===== src/rtl/axis_master_buf_if.sv =====
// axis_master_buf_if: groups the backend (valid/ready) and AXI-Stream signals for axis_master_buf.
// Latency: none; this is a plain signal bundle.
// Backpressure: carried by bk_ready (to the backend) and axis_tready (from the sink).
// Ports: master = buffer side (bk_* in, axis_t* out, axis_tready in); slave = the opposite view.
interface axis_master_buf_if #(
    parameter int DATA_WIDTH = 32,
    parameter int USER_WIDTH = 2
);
    logic [DATA_WIDTH-1:0]   bk_data;
    logic [DATA_WIDTH/8-1:0] bk_keep;
    logic [USER_WIDTH-1:0]   bk_user;
    logic                    bk_last;
    logic                    bk_valid;
    logic                    bk_ready;

    logic                    axis_tvalid;
    logic [DATA_WIDTH-1:0]   axis_tdata;
    logic [DATA_WIDTH/8-1:0] axis_tkeep;
    logic [DATA_WIDTH/8-1:0] axis_tstrb;
    logic                    axis_tlast;
    logic [USER_WIDTH-1:0]   axis_tuser;
    logic                    axis_tready;

    modport master (
        input  bk_data, bk_keep, bk_user, bk_last, bk_valid,
        output bk_ready,
        output axis_tvalid, axis_tdata, axis_tkeep, axis_tstrb, axis_tlast, axis_tuser,
        input  axis_tready
    );

    modport slave (
        output bk_data, bk_keep, bk_user, bk_last, bk_valid,
        input  bk_ready,
        input  axis_tvalid, axis_tdata, axis_tkeep, axis_tstrb, axis_tlast, axis_tuser,
        output axis_tready
    );
endinterface


===== src/rtl/axis_master_buf.sv =====
// axis_master_buf: backend valid/ready beats into a DEPTH-entry FIFO, presented as an AXI-Stream master.
// Latency: tvalid one cycle after the write (cut-through); PKT_MODE=1 holds a packet until its tlast is stored or the FIFO is full.
// Backpressure: bk_ready low while DEPTH entries are stored; head payload held stable while axis_tready is low.
// Ports: axi_aclk, axi_aresetn (async, active-low), bus (master modport), level (entries stored), pkt_cnt (tlast beats sent).
module axis_master_buf #(
    parameter int DATA_WIDTH = 32,
    parameter int USER_WIDTH = 2,
    parameter int DEPTH      = 4,
    parameter int PKT_MODE   = 0
) (
    input  logic                   axi_aclk,
    input  logic                   axi_aresetn,
    axis_master_buf_if.master      bus,
    output logic [$clog2(DEPTH):0] level,
    output logic [15:0]            pkt_cnt
);
    localparam int AW = $clog2(DEPTH);
    localparam int LW = AW + 1;
    localparam int KW = DATA_WIDTH / 8;
    localparam logic [LW-1:0] FULL_LVL = LW'(DEPTH);

    typedef struct packed {
        logic [DATA_WIDTH-1:0] data;
        logic [KW-1:0]         keep;
        logic [USER_WIDTH-1:0] user;
        logic                  last;
    } entry_t;

    typedef enum logic {
        S_GATE   = 1'b0,
        S_STREAM = 1'b1
    } state_t;

    entry_t         mem [DEPTH];
    entry_t         head;
    entry_t         wr_entry;
    logic [AW-1:0]  wr_ptr;
    logic [AW-1:0]  rd_ptr;
    logic [LW-1:0]  pkts;
    state_t         state;
    state_t         state_nxt;
    logic           tvalid_c;
    logic           not_empty;
    logic           full;
    logic           wr_en;
    logic           rd_en;

    assign not_empty = (level != '0);
    assign full      = (level == FULL_LVL);

    // No pass-through when full: a same-cycle read does not open a write slot.
    assign bus.bk_ready = !full;
    assign wr_en        = bus.bk_valid && !full;
    assign rd_en        = tvalid_c && bus.axis_tready;

    assign wr_entry = '{data: bus.bk_data, keep: bus.bk_keep, user: bus.bk_user, last: bus.bk_last};
    assign head     = mem[rd_ptr];

    assign bus.axis_tvalid = tvalid_c;
    assign bus.axis_tdata  = head.data;
    assign bus.axis_tkeep  = head.keep;
    assign bus.axis_tstrb  = head.keep;
    assign bus.axis_tuser  = head.user;
    assign bus.axis_tlast  = head.last;

    // Storage and pointers; pointers are exactly AW bits so rollover is free.
    always_ff @(posedge axi_aclk or negedge axi_aresetn) begin
        if (!axi_aresetn) begin
            for (int i = 0; i < DEPTH; i++) begin
                mem[i] <= '0;
            end
            wr_ptr <= '0;
            rd_ptr <= '0;
        end else begin
            if (wr_en) begin
                mem[wr_ptr] <= wr_entry;
                wr_ptr      <= wr_ptr + 1'b1;
            end
            if (rd_en) begin
                rd_ptr <= rd_ptr + 1'b1;
            end
        end
    end

    // Occupancy counter; simultaneous write and read leave it unchanged.
    always_ff @(posedge axi_aclk or negedge axi_aresetn) begin
        if (!axi_aresetn) begin
            level <= '0;
        end else begin
            case ({wr_en, rd_en})
                2'b10:   level <= level + 1'b1;
                2'b01:   level <= level - 1'b1;
                default: level <= level;
            endcase
        end
    end

    // Complete packets held in the FIFO: counted in on a stored tlast, out on a sent tlast.
    always_ff @(posedge axi_aclk or negedge axi_aresetn) begin
        if (!axi_aresetn) begin
            pkts <= '0;
        end else begin
            case ({wr_en && bus.bk_last, rd_en && head.last})
                2'b10:   pkts <= pkts + 1'b1;
                2'b01:   pkts <= pkts - 1'b1;
                default: pkts <= pkts;
            endcase
        end
    end

    always_ff @(posedge axi_aclk or negedge axi_aresetn) begin
        if (!axi_aresetn) begin
            pkt_cnt <= '0;
        end else if (rd_en && head.last) begin
            pkt_cnt <= pkt_cnt + 16'd1;
        end
    end

    always_ff @(posedge axi_aclk or negedge axi_aresetn) begin
        if (!axi_aresetn) begin
            state <= S_GATE;
        end else begin
            state <= state_nxt;
        end
    end

    // Gate terms only ever clear through a read (a full FIFO cannot be written,
    // a stored packet cannot leave), so tvalid never drops without a handshake.
    // Releasing on full keeps packets longer than DEPTH from deadlocking.
    always_comb begin
        state_nxt = state;
        tvalid_c  = 1'b0;
        if (PKT_MODE == 0) begin
            tvalid_c = not_empty;
        end else begin
            case (state)
                S_GATE: begin
                    tvalid_c = not_empty && ((pkts != '0) || full);
                    if (tvalid_c && bus.axis_tready && !head.last) begin
                        state_nxt = S_STREAM;
                    end
                end
                S_STREAM: begin
                    tvalid_c = not_empty;
                    if (tvalid_c && bus.axis_tready && head.last) begin
                        state_nxt = S_GATE;
                    end
                end
                default: begin
                    state_nxt = S_GATE;
                end
            endcase
        end
    end
endmodule


===== src/flat_wrapper.sv =====
// flat-port wrapper written by rule: the top's interface ports become plain ports
module axis_master_buf_flat 
#(
    parameter int DATA_WIDTH = 32,
    parameter int USER_WIDTH = 2,
    parameter int DEPTH      = 4,
    parameter int PKT_MODE   = 0
)
  (axi_aclk, axi_aresetn, level, pkt_cnt, bus_bk_data, bus_bk_keep, bus_bk_user, bus_bk_last, bus_bk_valid, bus_bk_ready, bus_axis_tvalid, bus_axis_tdata, bus_axis_tkeep, bus_axis_tstrb, bus_axis_tlast, bus_axis_tuser, bus_axis_tready);
  axis_master_buf_if #(.DATA_WIDTH(DATA_WIDTH), .USER_WIDTH(USER_WIDTH)) bus_i ();
  input  logic axi_aclk;
  input  logic axi_aresetn;
  output logic [$clog2(DEPTH):0] level;
  output logic [15:0] pkt_cnt;
  input wire logic [$bits(bus_i.bk_data)-1:0] bus_bk_data;
  input wire logic [$bits(bus_i.bk_keep)-1:0] bus_bk_keep;
  input wire logic [$bits(bus_i.bk_user)-1:0] bus_bk_user;
  input wire logic [$bits(bus_i.bk_last)-1:0] bus_bk_last;
  input wire logic [$bits(bus_i.bk_valid)-1:0] bus_bk_valid;
  output wire logic [$bits(bus_i.bk_ready)-1:0] bus_bk_ready;
  output wire logic [$bits(bus_i.axis_tvalid)-1:0] bus_axis_tvalid;
  output wire logic [$bits(bus_i.axis_tdata)-1:0] bus_axis_tdata;
  output wire logic [$bits(bus_i.axis_tkeep)-1:0] bus_axis_tkeep;
  output wire logic [$bits(bus_i.axis_tstrb)-1:0] bus_axis_tstrb;
  output wire logic [$bits(bus_i.axis_tlast)-1:0] bus_axis_tlast;
  output wire logic [$bits(bus_i.axis_tuser)-1:0] bus_axis_tuser;
  input wire logic [$bits(bus_i.axis_tready)-1:0] bus_axis_tready;
  assign bus_i.bk_data = bus_bk_data;
  assign bus_i.bk_keep = bus_bk_keep;
  assign bus_i.bk_user = bus_bk_user;
  assign bus_i.bk_last = bus_bk_last;
  assign bus_i.bk_valid = bus_bk_valid;
  assign bus_bk_ready = bus_i.bk_ready;
  assign bus_axis_tvalid = bus_i.axis_tvalid;
  assign bus_axis_tdata = bus_i.axis_tdata;
  assign bus_axis_tkeep = bus_i.axis_tkeep;
  assign bus_axis_tstrb = bus_i.axis_tstrb;
  assign bus_axis_tlast = bus_i.axis_tlast;
  assign bus_axis_tuser = bus_i.axis_tuser;
  assign bus_i.axis_tready = bus_axis_tready;
  axis_master_buf #(.DATA_WIDTH(DATA_WIDTH), .USER_WIDTH(USER_WIDTH), .DEPTH(DEPTH), .PKT_MODE(PKT_MODE)) u_core (.axi_aclk(axi_aclk), .axi_aresetn(axi_aresetn), .bus(bus_i), .level(level), .pkt_cnt(pkt_cnt));
endmodule

===== config.mk =====
export PLATFORM = sky130hd
export DESIGN_NAME = axis_master_buf_flat
export DESIGN_NICKNAME = d
export VERILOG_FILES = /design/src/rtl/axis_master_buf_if.sv /design/src/rtl/axis_master_buf.sv /design/src/flat_wrapper.sv
export SDC_FILE = /design/constraint.sdc
export NUM_CORES = 1
export LEC_CHECK = 0
export BUFFER_PORTS_ARGS = -buffer_cell sky130_fd_sc_hd__buf_2
export CORE_ASPECT_RATIO = 1.4
export CORE_MARGIN = 1
export CORE_UTILIZATION = 56
export DETAILED_ROUTE_END_ITERATION = 6
export PLACE_DENSITY = 0.74
export SETUP_SLACK_MARGIN = 0.3
export SLEW_MARGIN = 30
export SYNTH_ARGS = -nofsm -noshare
export SYNTH_HDL_FRONTEND = slang
export SYNTH_SLANG_ARGS = --single-unit

===== constraint.sdc =====
create_clock -name axi_aclk -period 2.2 [get_ports axi_aclk]
set_input_delay 0.44 -clock axi_aclk [delete_from_list [all_inputs] [get_ports axi_aclk]]
set_output_delay 0.44 -clock axi_aclk [all_outputs]
set_load 0.005 [all_outputs]

## After elaboration in Yosys (flattened, before gate mapping)

Cells that the tools add are included.

| word-level totals | value |
|---|---|
| memory bits (read-only) | 0 |
| output and inout port bits | 64 |
| word-level logic and storage cells | 47 |
| RAM bits | 0 |
| register bits | 179 |
| input bits | 43 |
| memories kept | 0 |
| latch bits | 0 |

| cells by class | value |
|---|---|
| reductions and logical operators | 7 |
| bitwise logic cells | 2 |
| $mul | 0 |
| muxes and demuxes | 7 |
| shifts and indexed selects | 0 |
| divide/modulo/power cells | 0 |
| magnitude comparators | 3 |
| $add $sub $neg | 5 |
| equal/unequal tests | 3 |

Operator list:

| cell | number |
|---|---|
| bitwise mux 156 bit | 1 |
| 2-to-1 mux 39 bit | 3 |
| binary-select mux 39 bit (select 2 bit) | 1 |
| demux 39 bit (select 2 bit) | 1 |
| adder 16 x 1 -> 16 bit, second input constant | 1 |
| greater-or-equal comparator 3 bit, second input constant | 2 |
| inverter 2 -> 3 bit | 2 |
| case mux 3 bit (2 select lines) | 1 |
| adder 2 x 1 -> 2 bit, second input constant | 2 |
| logical AND 1 bit | 4 |
| adder 3 x 1 -> 3 bit, second input constant | 1 |
| equality test 3 bit, second input constant | 1 |
| less-than comparator 3 x 1 -> 1 bit, second input constant | 1 |
| nonzero test 3 bit | 1 |
| subtractor 3 x 1 -> 3 bit, second input constant | 1 |
| equality test 2 x 1 -> 1 bit, second input constant | 1 |
| equality test 2 bit, second input constant | 1 |
| nonzero test 2 bit | 1 |
| zero test 1 bit | 1 |

## Logic depth before layout (Yosys ltp)

| logic depth | value |
|---|---|
| depth in word-level cells | 6 |
| mapped depth | 9 |
| mapped depth without buffers | 9 |

## Least setup slack after synthesis

No wires, ideal clock.

| path | value |
|---|---|
| path kind | register to output |
| start point | register u_core.rd_ptr[0] |
| end point | output bus_axis_tstrb[0] |
| required time | 1.760 ns |
| slack | 0.355 ns |
| path buffers | 3 |
| stages on the path, launching flop included | 5 |
| data arrival time | 1.405 ns |
| path through | dfrtp_1 > buf_6 > buf_2 > mux4_2 > buf_4 |

| between the ends | value |
|---|---|
| word-level cells in the longest chain between the ends | 4 |

Ends and longest elaborated chain:

| what | line | source |
|---|---|---|
| start, declared | axis_master_buf.sv:38 | `logic [AW-1:0] rd_ptr;` |
| start signal, assigned | axis_master_buf.sv:80 | `rd_ptr <= rd_ptr + 1'b1;` |
| inverter 2 -> 3 bit (not written as such) | axis_master_buf.sv:57 | `assign head = mem[rd_ptr];` |
| binary-select mux 39 bit (select 2 bit) | axis_master_buf.sv:57 |  |
| 2-to-1 mux 39 bit (not written as such) (2 in series) | axis_master_buf.sv:57 |  |
| end, declared | flat_wrapper.sv:24 | `output wire logic [$bits(bus_i.axis_tstrb)-1:0] bus_axis_tstrb;` |

Every way passes these cells. The select of a mux whose other input is x is not followed.

## Final worst setup path

| path | value |
|---|---|
| start point | register u_core.rd_ptr[0] |
| end point | output bus_axis_tlast |

| between the ends | value |
|---|---|
| word-level cells in the longest chain between the ends | 4 |

Ends and longest elaborated chain:

| what | line | source |
|---|---|---|
| inverter 2 -> 3 bit (not written as such) | axis_master_buf.sv:57 |  |
| binary-select mux 39 bit (select 2 bit) | axis_master_buf.sv:57 |  |
| 2-to-1 mux 39 bit (not written as such) (2 in series) | axis_master_buf.sv:57 |  |
| end, declared | flat_wrapper.sv:25 | `output wire logic [$bits(bus_i.axis_tlast)-1:0] bus_axis_tlast;` |

Every way passes these cells. The select of a mux whose other input is x is not followed.

==> results by group <==
Global routing
  • GRT overflow: 0
  • Vias in the first global route: 5003
  • Largest net degree at the start of global routing: 45
  • First-pass GRT wire length: 26230 microns
  • GRT Util Overall: 24.22%
  • Initial antenna violation count: 1

Clock network
  • # clock sinks: 179
  • H-tree levels: 4
  • Clock latency on the worst-skew pair: 0.42 ns
  • Cts bufs inserted: 17
  • Worst-path clk slew: 0.06 ns
  • TritonCTS clock tree: done
  • Maximum clock insertion buffer count: 2
  • Root buffer cell: clkbuf_16

Floorplan
  • Core area: 13970 sq um
  • Die Wd: 103.3 microns
  • Die Height: 143.8 microns
  • # rows: 51
  • Die Footprint: 14850 sq um
  • I/O pins: 107
  • Starting Density: 57.55%

Pwr
  • Combinational power share: 43.1%
  • Sw power: 4.586 mW
  • Total power: 15.61 mW
  • Reg power frac: 37.5%
  • P_int: 11.02 mW
  • LEAKAGE: 4.482 nW
  • Max IR drop VDD: 0.8967 mV
  • Switching share of power: 29.38%
  • Clock power frac: 19.4%
  • Pwr Density: 1609 nW/um^2

Synthesis
  • Top post-synthesis cells by area: dfrtp_1, mux2_2, mux4_2
  • Yosys top cell area share: 55.69%
  • Post-synthesis mux area share: 34.75%
  • Largest area contributor in the netlist: dfrtp_1
  • Synth Cell Area: 8043 sq um
  • Netlist cell types: 30
  • Sequential-to-total area share from yosys stat: 55.69%
  • XOR/XNOR Fraction of Synth Area: 2.287%
  • #FFs+latches synth: 179
  • Simple-Gate Fraction of Synth Area: 2.676%
  • Post-synthesis cell count: 483
  • Post-Synth Adder-Cell Area: 1.182%
  • Number of flops mapped to enable cells by yosys: 0
  • Synth warn: 0
  • Predominant post-synthesis flop cell: dfrtp_1
  • Syn avg cell area: 16.65 sq um
  • Synth Net Count: 533
  • Complex-gate fraction of the synthesized area: 0.4045%
  • Main combinational cell family by area after synthesis: multiplexers
  • FFs w/ async S/R, synth: 100.0%

Timing
  • Sum Neg Setup Slack: -0.8768 ns
  • Minimum clock period: 2.253 ns
  • Setup-failing EPs final: 43
  • Least-Margin Pin Slew: 0.5356 ns
  • RSZ-0062 raised after global routing: yes
  • Setup clock skew after layout: 0.008053 ns
  • Pins over their slew limit: 0
  • Final WS setup: -0.05296 ns
  • Max-slew headroom: 64.02%
  • Period Utilization, post-route: 102.4%
  • Final Hold Fails: 0
  • FMAX: 443.9 MHz

Critical path
  • Startpoint types: register
  • Worst Setup End Kind: output port
  • Required time worst endpoint: 1.76 ns
  • Crit path DAT: 1.81 ns
  • Crit-path max FO: 8
  • Worst setup path class: reg2out

Flow run
  • Max-cap violations: 0

Detailed routing
  • Total routed wirelength: 16140 microns
  • Drt pass-1 iters: 4
  • Vias/cell: 5.672
  • Per-cell routed wire length: 20.05 microns
  • Vias: 4566
  • Detailed router's first-iteration violation count: 176
  • ANT nets after route: 0
  • DRC Markers: 0

Final layout
  • Commonest non-fill, non-tap cells in the layout: dfrtp_1, mux2_2, buf_2, mux2_4, mux4_2
  • Nets: 660
  • Commonest non-fill, non-tap cell in the layout: dfrtp_1
  • Area growth, synth to finish: 20.61%
  • Share of layout cells above drive strength 1: 60.26%

Placed design
  • Dpl hpwl: 10320 microns
  • GP Congestion: 0.7428
  • Port Buffers: 106

Min path
  • Hold Path Class: in2reg

Outcome
  • Failing checks: setup timing
  • Status: finished with violations
-- per-stage QoR --
step	utilization, %	hold slack, ns	cell area (sq um)	setup WS [ns]	std cells
after floorplan	-	0.1444	8043	0.3554	483
after global placement	63.27	0.3631	8842	0.3348	762
after detailed placement	63.27	0.3728	8842	0.1840	762
after CTS	68.98	0.2727	9639	-0.07984	802
after global routing	69.42	0.2786	9701	-0.1075	805
final	69.42	0.2899	9701	-0.05296	805
-- registers in the layout, summed over array words and instances (netlist names) --
signal and count:
u_core.level 3, u_core.wr_ptr 2, u_core.pkt_cnt 16, u_core.rd_ptr 2, u_core.mem 156
-- power groups by stage --
| stage | Clock (mW) | Combinational (mW) | Sequential [mW] |
|---|---|---|---|
| after floorplan | 0 | 4.57 | 5.50 |
| after global placement | 0 | 6.05 | 5.70 |
| after detailed placement | 0 | 6.22 | 5.85 |
| after CTS | 3.09 | 6.70 | 5.83 |
| after global routing | 3.22 | 7.29 | 6.04 |
| final | 3.03 | 6.73 | 5.85 |
-- routing by layer --
layer	track usage [%]	part of all wire [%]	vias up	wire (microns)
li1	-	-	2023	-
met3	5.691	4.0	21	647
met2	41.33	53	97	8502
met4	8.302	1.8	0	288
met1	30.04	42	2425	6698
met5	0	0	-	0
-- layout make-up --
class,count,area [sq um]
Fill cell,915,4274
Multi-Input combinational cell,268,3353
Inverter,6,22.52
Sequential cell,179,4488
Timing Repair Buffer,138,1022
Tap cell,185,231.5
Antenna cell,1,2.502
Clock buffer,23,478.0
Clock inverter,5,102.6
-- synthesized netlist by cell type (3+ instances only) --
master / instances
buf_2: 13
ha_1: 6
nand2_1: 12
xnor2_1: 17
inv_1: 6
nand2_2: 4
nand4_1: 4
nor2_1: 3
buf_4: 4
mux2_4: 40
dfrtp_1: 179
nand3_1: 7
xor2_1: 4
mux4_2: 39
buf_6: 10
mux2_2: 116
-- path summary, 6_finish.rpt --
kind	start	slack [ns]	to	cells after the start
max in group asynchronous	axi_aresetn	1.04	u_core.mem[138]$_DFFE_PN0P_	3
min in group asynchronous	axi_aresetn	0.49	u_core.pkt_cnt[10]$_DFFE_PN0P_	2
setup reg to reg	u_core.level[1]$_DFFE_PN0P_	0.33	u_core.mem[38]$_DFFE_PN0P_	7
setup / recovery	u_core.rd_ptr[0]$_DFFE_PN0N_	-0.05	bus_axis_tlast	4
hold reg to reg	u_core.pkt_cnt[15]$_DFFE_PN0P_	0.47	u_core.pkt_cnt[15]$_DFFE_PN0P_	1
hold / removal	bus_bk_data[26]	0.29	u_core.mem[111]$_DFFE_PN0P_	2
-- critical path, stage by stage (launching register included) --
cell and delay (ns):
dfrtp_2 0.42, buf_6 0.12, buf_12 0.14, mux4_2 0.56
buf_6 0.15
-- timing repair --
item / CTS / global route
buffers inserted: 8 / 2
setup endpoints to repair: 44 / 46
pin swaps: 3 / 3
hold endpoints to repair: 32 / 0
hold buffers: 1 / 0
cloned: 3 / 0
resized for setup: 16 / 12
-- cells by family after synthesis --
| kind of cell | after synthesis |
|---|---|
| compound gates | 3 |
| xor+xnor | 21 |
| fa+ha+maj | 7 |
| buf+inv | 36 |
| flops | 179 |
| mux | 196 |
| simple gates | 41 |
No activity file was read; power rests on OpenSTA's default activity.
